## config.mk

```make
export PLATFORM = sky130hd
export DESIGN_NAME = seq_restoring_divider
export DESIGN_NICKNAME = d
export VERILOG_FILES = /design/src/rtl/div_pkg.sv /design/src/rtl/restore_step.sv /design/src/rtl/seq_restoring_divider.sv
export SDC_FILE = /design/constraint.sdc
export NUM_CORES = 1
export LEC_CHECK = 0
export ABC_CLOCK_PERIOD_IN_PS = 5550
export BUFFER_PORTS_ARGS = -buffer_cell sky130_fd_sc_hd__buf_2
export CAP_MARGIN = 25
export CORE_ASPECT_RATIO = 0.9
export CORE_MARGIN = 8
export CORE_UTILIZATION = 50
export CTS_BUF_LIST = sky130_fd_sc_hd__clkbuf_16
export DETAILED_ROUTE_END_ITERATION = 10
export PLACE_DENSITY = 0.71
export SKIP_LAST_GASP = 1
export SYNTH_ARGS = -nofsm -noshare
export SYNTH_HDL_FRONTEND = slang
export SYNTH_SLANG_ARGS = --single-unit
```

## constraint.sdc

```tcl
create_clock -name clk -period 5.55 [get_ports clk]
set_input_delay 1.3875 -clock clk [delete_from_list [all_inputs] [get_ports clk]]
set_output_delay 1.3875 -clock clk [all_outputs]
set_load 0.02 [all_outputs]
```

## src/rtl/div_pkg.sv

```systemverilog
// Shared definitions for the sequential restoring divider: state encoding and default sizing.
package div_pkg;

  localparam int unsigned DIV_WIDTH = 16;
  localparam int unsigned DIV_CNT_W = $clog2(DIV_WIDTH);

  typedef enum logic [1:0] {
    IDLE = 2'd0,
    RUN  = 2'd1,
    DONE = 2'd2
  } div_state_e;

endpackage

```

## src/rtl/restore_step.sv

```systemverilog
// One restoring shift-subtract step: brings in the next dividend bit and
// subtracts the divisor when it fits.
module restore_step #(
  parameter int unsigned WIDTH = 16
) (
  input  logic [WIDTH-1:0] rem_in,
  input  logic             dvd_bit,
  input  logic [WIDTH-1:0] divisor,
  output logic [WIDTH-1:0] rem_out,
  output logic             q_bit
);

  logic [WIDTH:0] trial;

  always_comb begin
    // Extra MSB acts as the borrow flag of the trial subtraction.
    trial   = {rem_in, dvd_bit} - {1'b0, divisor};
    q_bit   = ~trial[WIDTH];
    rem_out = q_bit ? trial[WIDTH-1:0] : {rem_in[WIDTH-2:0], dvd_bit};
  end

endmodule

```

## src/rtl/seq_restoring_divider.sv

```systemverilog
// Multi-cycle unsigned divider, one quotient bit per clock, valid/ready on both sides.
module seq_restoring_divider
  import div_pkg::*;
#(
  parameter int unsigned WIDTH = DIV_WIDTH
) (
  input  logic             clk,
  input  logic             rst_n,
  input  logic             start_valid,
  output logic             start_ready,
  input  logic [WIDTH-1:0] dividend,
  input  logic [WIDTH-1:0] divisor,
  output logic             res_valid,
  input  logic             res_ready,
  output logic [WIDTH-1:0] quotient,
  output logic [WIDTH-1:0] remainder,
  output logic             div_by_zero
);

  localparam int unsigned CW = $clog2(WIDTH);

  div_state_e       state_q, state_d;
  logic [CW-1:0]    cnt_q, cnt_d;
  logic [WIDTH-1:0] rem_q, rem_d;
  logic [WIDTH-1:0] quo_q, quo_d;
  logic [WIDTH-1:0] dvs_q, dvs_d;
  logic [WIDTH-1:0] quotient_q, quotient_d;
  logic [WIDTH-1:0] remainder_q, remainder_d;
  logic             dbz_q, dbz_d;
  logic             res_valid_q, res_valid_d;
  logic             start_ready_q, start_ready_d;

  logic [WIDTH-1:0] step_rem;
  logic             step_q;

  restore_step #(.WIDTH(WIDTH)) u_step (
    .rem_in  (rem_q),
    .dvd_bit (quo_q[WIDTH-1]),
    .divisor (dvs_q),
    .rem_out (step_rem),
    .q_bit   (step_q)
  );

  always_comb begin
    state_d       = state_q;
    cnt_d         = cnt_q;
    rem_d         = rem_q;
    quo_d         = quo_q;
    dvs_d         = dvs_q;
    quotient_d    = quotient_q;
    remainder_d   = remainder_q;
    dbz_d         = dbz_q;
    res_valid_d   = res_valid_q;
    start_ready_d = start_ready_q;

    unique case (state_q)
      IDLE: begin
        start_ready_d = 1'b1;
        res_valid_d   = 1'b0;
        if (start_valid && start_ready_q) begin
          start_ready_d = 1'b0;
          dbz_d         = 1'b0;
          rem_d         = '0;
          quo_d         = dividend;
          dvs_d         = divisor;
          cnt_d         = '0;
          if (divisor == '0) begin
            quotient_d  = '1;
            remainder_d = dividend;
            dbz_d       = 1'b1;
            res_valid_d = 1'b1;
            state_d     = DONE;
          end else begin
            state_d = RUN;
          end
        end
      end
      RUN: begin
        rem_d = step_rem;
        quo_d = {quo_q[WIDTH-2:0], step_q};
        cnt_d = cnt_q + CW'(1);
        if (cnt_q == CW'(WIDTH - 1)) begin
          quotient_d  = {quo_q[WIDTH-2:0], step_q};
          remainder_d = step_rem;
          res_valid_d = 1'b1;
          state_d     = DONE;
        end
      end
      DONE: begin
        if (res_ready) begin
          res_valid_d   = 1'b0;
          start_ready_d = 1'b1;
          state_d       = IDLE;
        end
      end
      default: begin
        state_d       = IDLE;
        res_valid_d   = 1'b0;
        start_ready_d = 1'b1;
      end
    endcase
  end

  always_ff @(posedge clk or negedge rst_n) begin
    if (!rst_n) begin
      state_q       <= IDLE;
      cnt_q         <= '0;
      rem_q         <= '0;
      quo_q         <= '0;
      dvs_q         <= '0;
      quotient_q    <= '0;
      remainder_q   <= '0;
      dbz_q         <= 1'b0;
      res_valid_q   <= 1'b0;
      start_ready_q <= 1'b1;
    end else begin
      state_q       <= state_d;
      cnt_q         <= cnt_d;
      rem_q         <= rem_d;
      quo_q         <= quo_d;
      dvs_q         <= dvs_d;
      quotient_q    <= quotient_d;
      remainder_q   <= remainder_d;
      dbz_q         <= dbz_d;
      res_valid_q   <= res_valid_d;
      start_ready_q <= start_ready_d;
    end
  end

  assign start_ready = start_ready_q;
  assign res_valid   = res_valid_q;
  assign quotient    = quotient_q;
  assign remainder   = remainder_q;
  assign div_by_zero = dbz_q;

endmodule

```

==> impl_metrics.ini <==
[run_status]
outcome = complete, no violations

[worst_setup_path]
required_ns = 5.74
path_cells = ha_1, a21oi_4, o21ai_2, a211o_1, o21ai_0, and2_1, mux2i_1, o21ai_1
cpPeakStageDelay_ns = 0.67
endpoint_kind = register
slowest_stage = and2_1
worstReg2RegStart = rem_q[10]$_DFFE_PN0P_
critical_path_class = reg2reg
cp_data_arrival_time_ns = 3.46
critical_path.startpoint = rem_q[10]$_DFFE_PN0P_
start_kind = register
path_max_fanout = 15

[worst_hold_path]
min-delay-start = div_by_zero$_DFFE_PN0P_
hold_class = reg2reg

[detailed_routing]
dr_total_vias = 4335
wl_per_cell_microns = 18.2
vias_per_cell = 5.97
routed_wl_microns = 13200
drt_iter0_markers = 352
drc = 0
antenna_left = 0
drt_first_pass_iters = 6

[timing]
fmax_mhz = 306
drv_slew = 0
worst_slack_ns = 2.28
fin_crit_ns = 3.27
worstMarginPinSlew_ns = 1.00
finalHoldViolations = 0
rsz0062_at_grt = false
fin_crit_sh_pct = 58.9
finalSetupTns_ns = 0
setup_violations = 0
skew_ns = 0.00887
relSlewSlack_pct = 33.0

[final_layout]
fillers = 916
drive_gt1_share_pct = 16.8
final_net_count = 649
n_antenna_cell = 0
final_core_util_pct = 57.8
areaGrowthSynthToFinish_pct = 13.4

[clock_network]
h-tree-depth = 3
clock_latency_ns = 0.34
path_clk_slew_ns = 0.06
post_cts_buffers = 0
cts_resized = 0
numCtsBuffers = 9
clockBufferDepth = 2
cts_tree = yes
cts_sinks = 89
clockRootBuffer = clkbuf_16
holdBufCountCts = 0

[place]
dp_hpwl_microns = 9880
port_buffers = 70
gp_congestion = 0.896
pre_cts_slack_ns = 2.00

[global_route]
grt_pass1_vias = 4092
grt_pass1_wl_microns = 21300
gr-total-overflow = 0
grt_max_degree = 54
antenna_found_initial = 0
grt.total_usage_pct = 20.4

[job]
max-cap-violations = 0

[synth]
synth_cell_types = 58
syn_area_sq_um = 4900
synthArstFlopShare_pct = 100
synth_edf_count = 0
syn-num-nets = 597
ys_seq_area_share_pct = 45.5
synth_flop_cell = dfrtp_1
syn_inst = 543
yosysWarnings = 0
synth-seq-cells = 89
avgSynthCellArea_sq_um = 9.02

[floorplanning]
io_pins = 71
rows = 34
die_h_microns = 110
dieWidth_microns = 120
core_area_sq_um = 9610
die_area_sq_um = 13200
initial_core_util_pct = 51.0

[pwr]
cellLeakagePower_uw = 0.00252
max-vdd-ir-drop_v = 0.000337
p_per_area_nw_per_um2 = 770
==> synthesized netlist by cell type (all sizes together), types with 4 or more instances <==
cell	n	area, sq um
nand2	93	349
nand3	18	90.1
a22oi	15	113
o21ai	57	289
nor3	9	45.0
nor4	5	31.3
nor2	28	105
a2bb2oi	5	43.8
a41oi	4	35.0
clkbuf	25	93.8
xnor2	11	96.3
o22a	20	176
buf	9	77.6
ha	17	213
nand4	7	43.8
inv	27	101
a21oi	26	149
or3	4	30.0
mux2i	12	120
dfrtp	88	2200
o21a	5	37.5
a31oi	13	81.3
==> worst paths after layout <==
check | end | slack [ns] | depth (start not counted)
worst max-delay path | remainder[3]$_DFFE_PN0P_ | 2.28 | 8
worst min-delay path | div_by_zero$_DFFE_PN0P_ | 0.50 | 2
worst max register to register | remainder[3]$_DFFE_PN0P_ | 2.28 | 8
worst min register to register | div_by_zero$_DFFE_PN0P_ | 0.50 | 2
max in group asynchronous | rem_q[11]$_DFFE_PN0P_ | 3.51 | 2
min in group asynchronous | dvs_q[3]$_DFFE_PN0P_ | 1.00 | 1
==> routing by layer <==
metal  part of all wire [%]  global-route usage, %  up-vias
met5                      0                      0        -
met4                    1.1                   5.16        0
met3                    6.4                   4.26       13
met2                     46                   31.3      138
met1                     46                   28.8     2118
li1                       -                      -     2066
==> worst max-delay path, delay by kind of cell (launching register included) <==
family,cells,cell delay [ns]
AOI/OAI and AO/OA,5,1.13
and+or+nand+nor,1,0.67
adders and majority gates,1,0.46
DFF,1,0.43
muxes,1,0.43
==> metrics by stage <==
stage | cell area, sq um | hold WS [ns] | power [uW] | cells
2_1_floorplan | 4900 | 0.452 | 3120 | 543
4_1_cts | 5560 | 0.501 | 4270 | 726
6_report | 5560 | 0.498 | 4280 | 726
3_3_place_gp | 5290 | 0.487 | 3640 | 710
3_5_place_dp | 5290 | 0.470 | 3700 | 710
5_1_grt | 5560 | 0.512 | 4600 | 726
==> cell usage in the layout, fill, tap and decap left out, types with 13 or more instances in the layout <==
cell type,instances
nand2_1,93
dfrtp_1,88
buf_2,69
o21ai_0,45
inv_1,28
nor2_1,27
a21oi_1,23
o22a_1,19
nand3_1,18
ha_1,17
a22oi_1,15
a31oi_1,13
==> report_power, final <==
| part | internal (uW) | leakage [uW] | switching, uW | total [uW] |
|---|---|---|---|---|
| clock | 304 | 0.000135 | 258 | 562 |
| combinational | 991 | 0.00132 | 1530 | 2520 |
| sequential | 966 | 0.00107 | 229 | 1200 |
==> layout make-up <==
class	instances	area (sq um)	share of cell area, %
clock buffer	9	225	4.05
clock inverter	7	46.3	0.833
inverter	28	105	1.89
multi-input combinational	392	2400	43.3
sequential	89	2230	40.1
tap	126	158	2.84
timing repair buffer	75	390	7.03
==> kinds of logic (layout without fill, tap and decap cells) <==
family,after synthesis,in the layout,synth area share [%]
buf+inv,62,119,5.64
simple gates,179,179,16.3
flops,89,89,45.5
fa+ha+maj,18,18,4.75
compound gates,171,171,23.2
mux,12,12,2.45
xor+xnor,12,12,2.15
==> state kept, by name, indices dropped and copies added (netlist names), 2 cells and up <==
name / cells
dvs_q: 16
remainder: 16
state_q: 2
quotient: 16
quo_q: 16
rem_q: 16
cnt_q: 4
(Power assumes the default switching activity.)
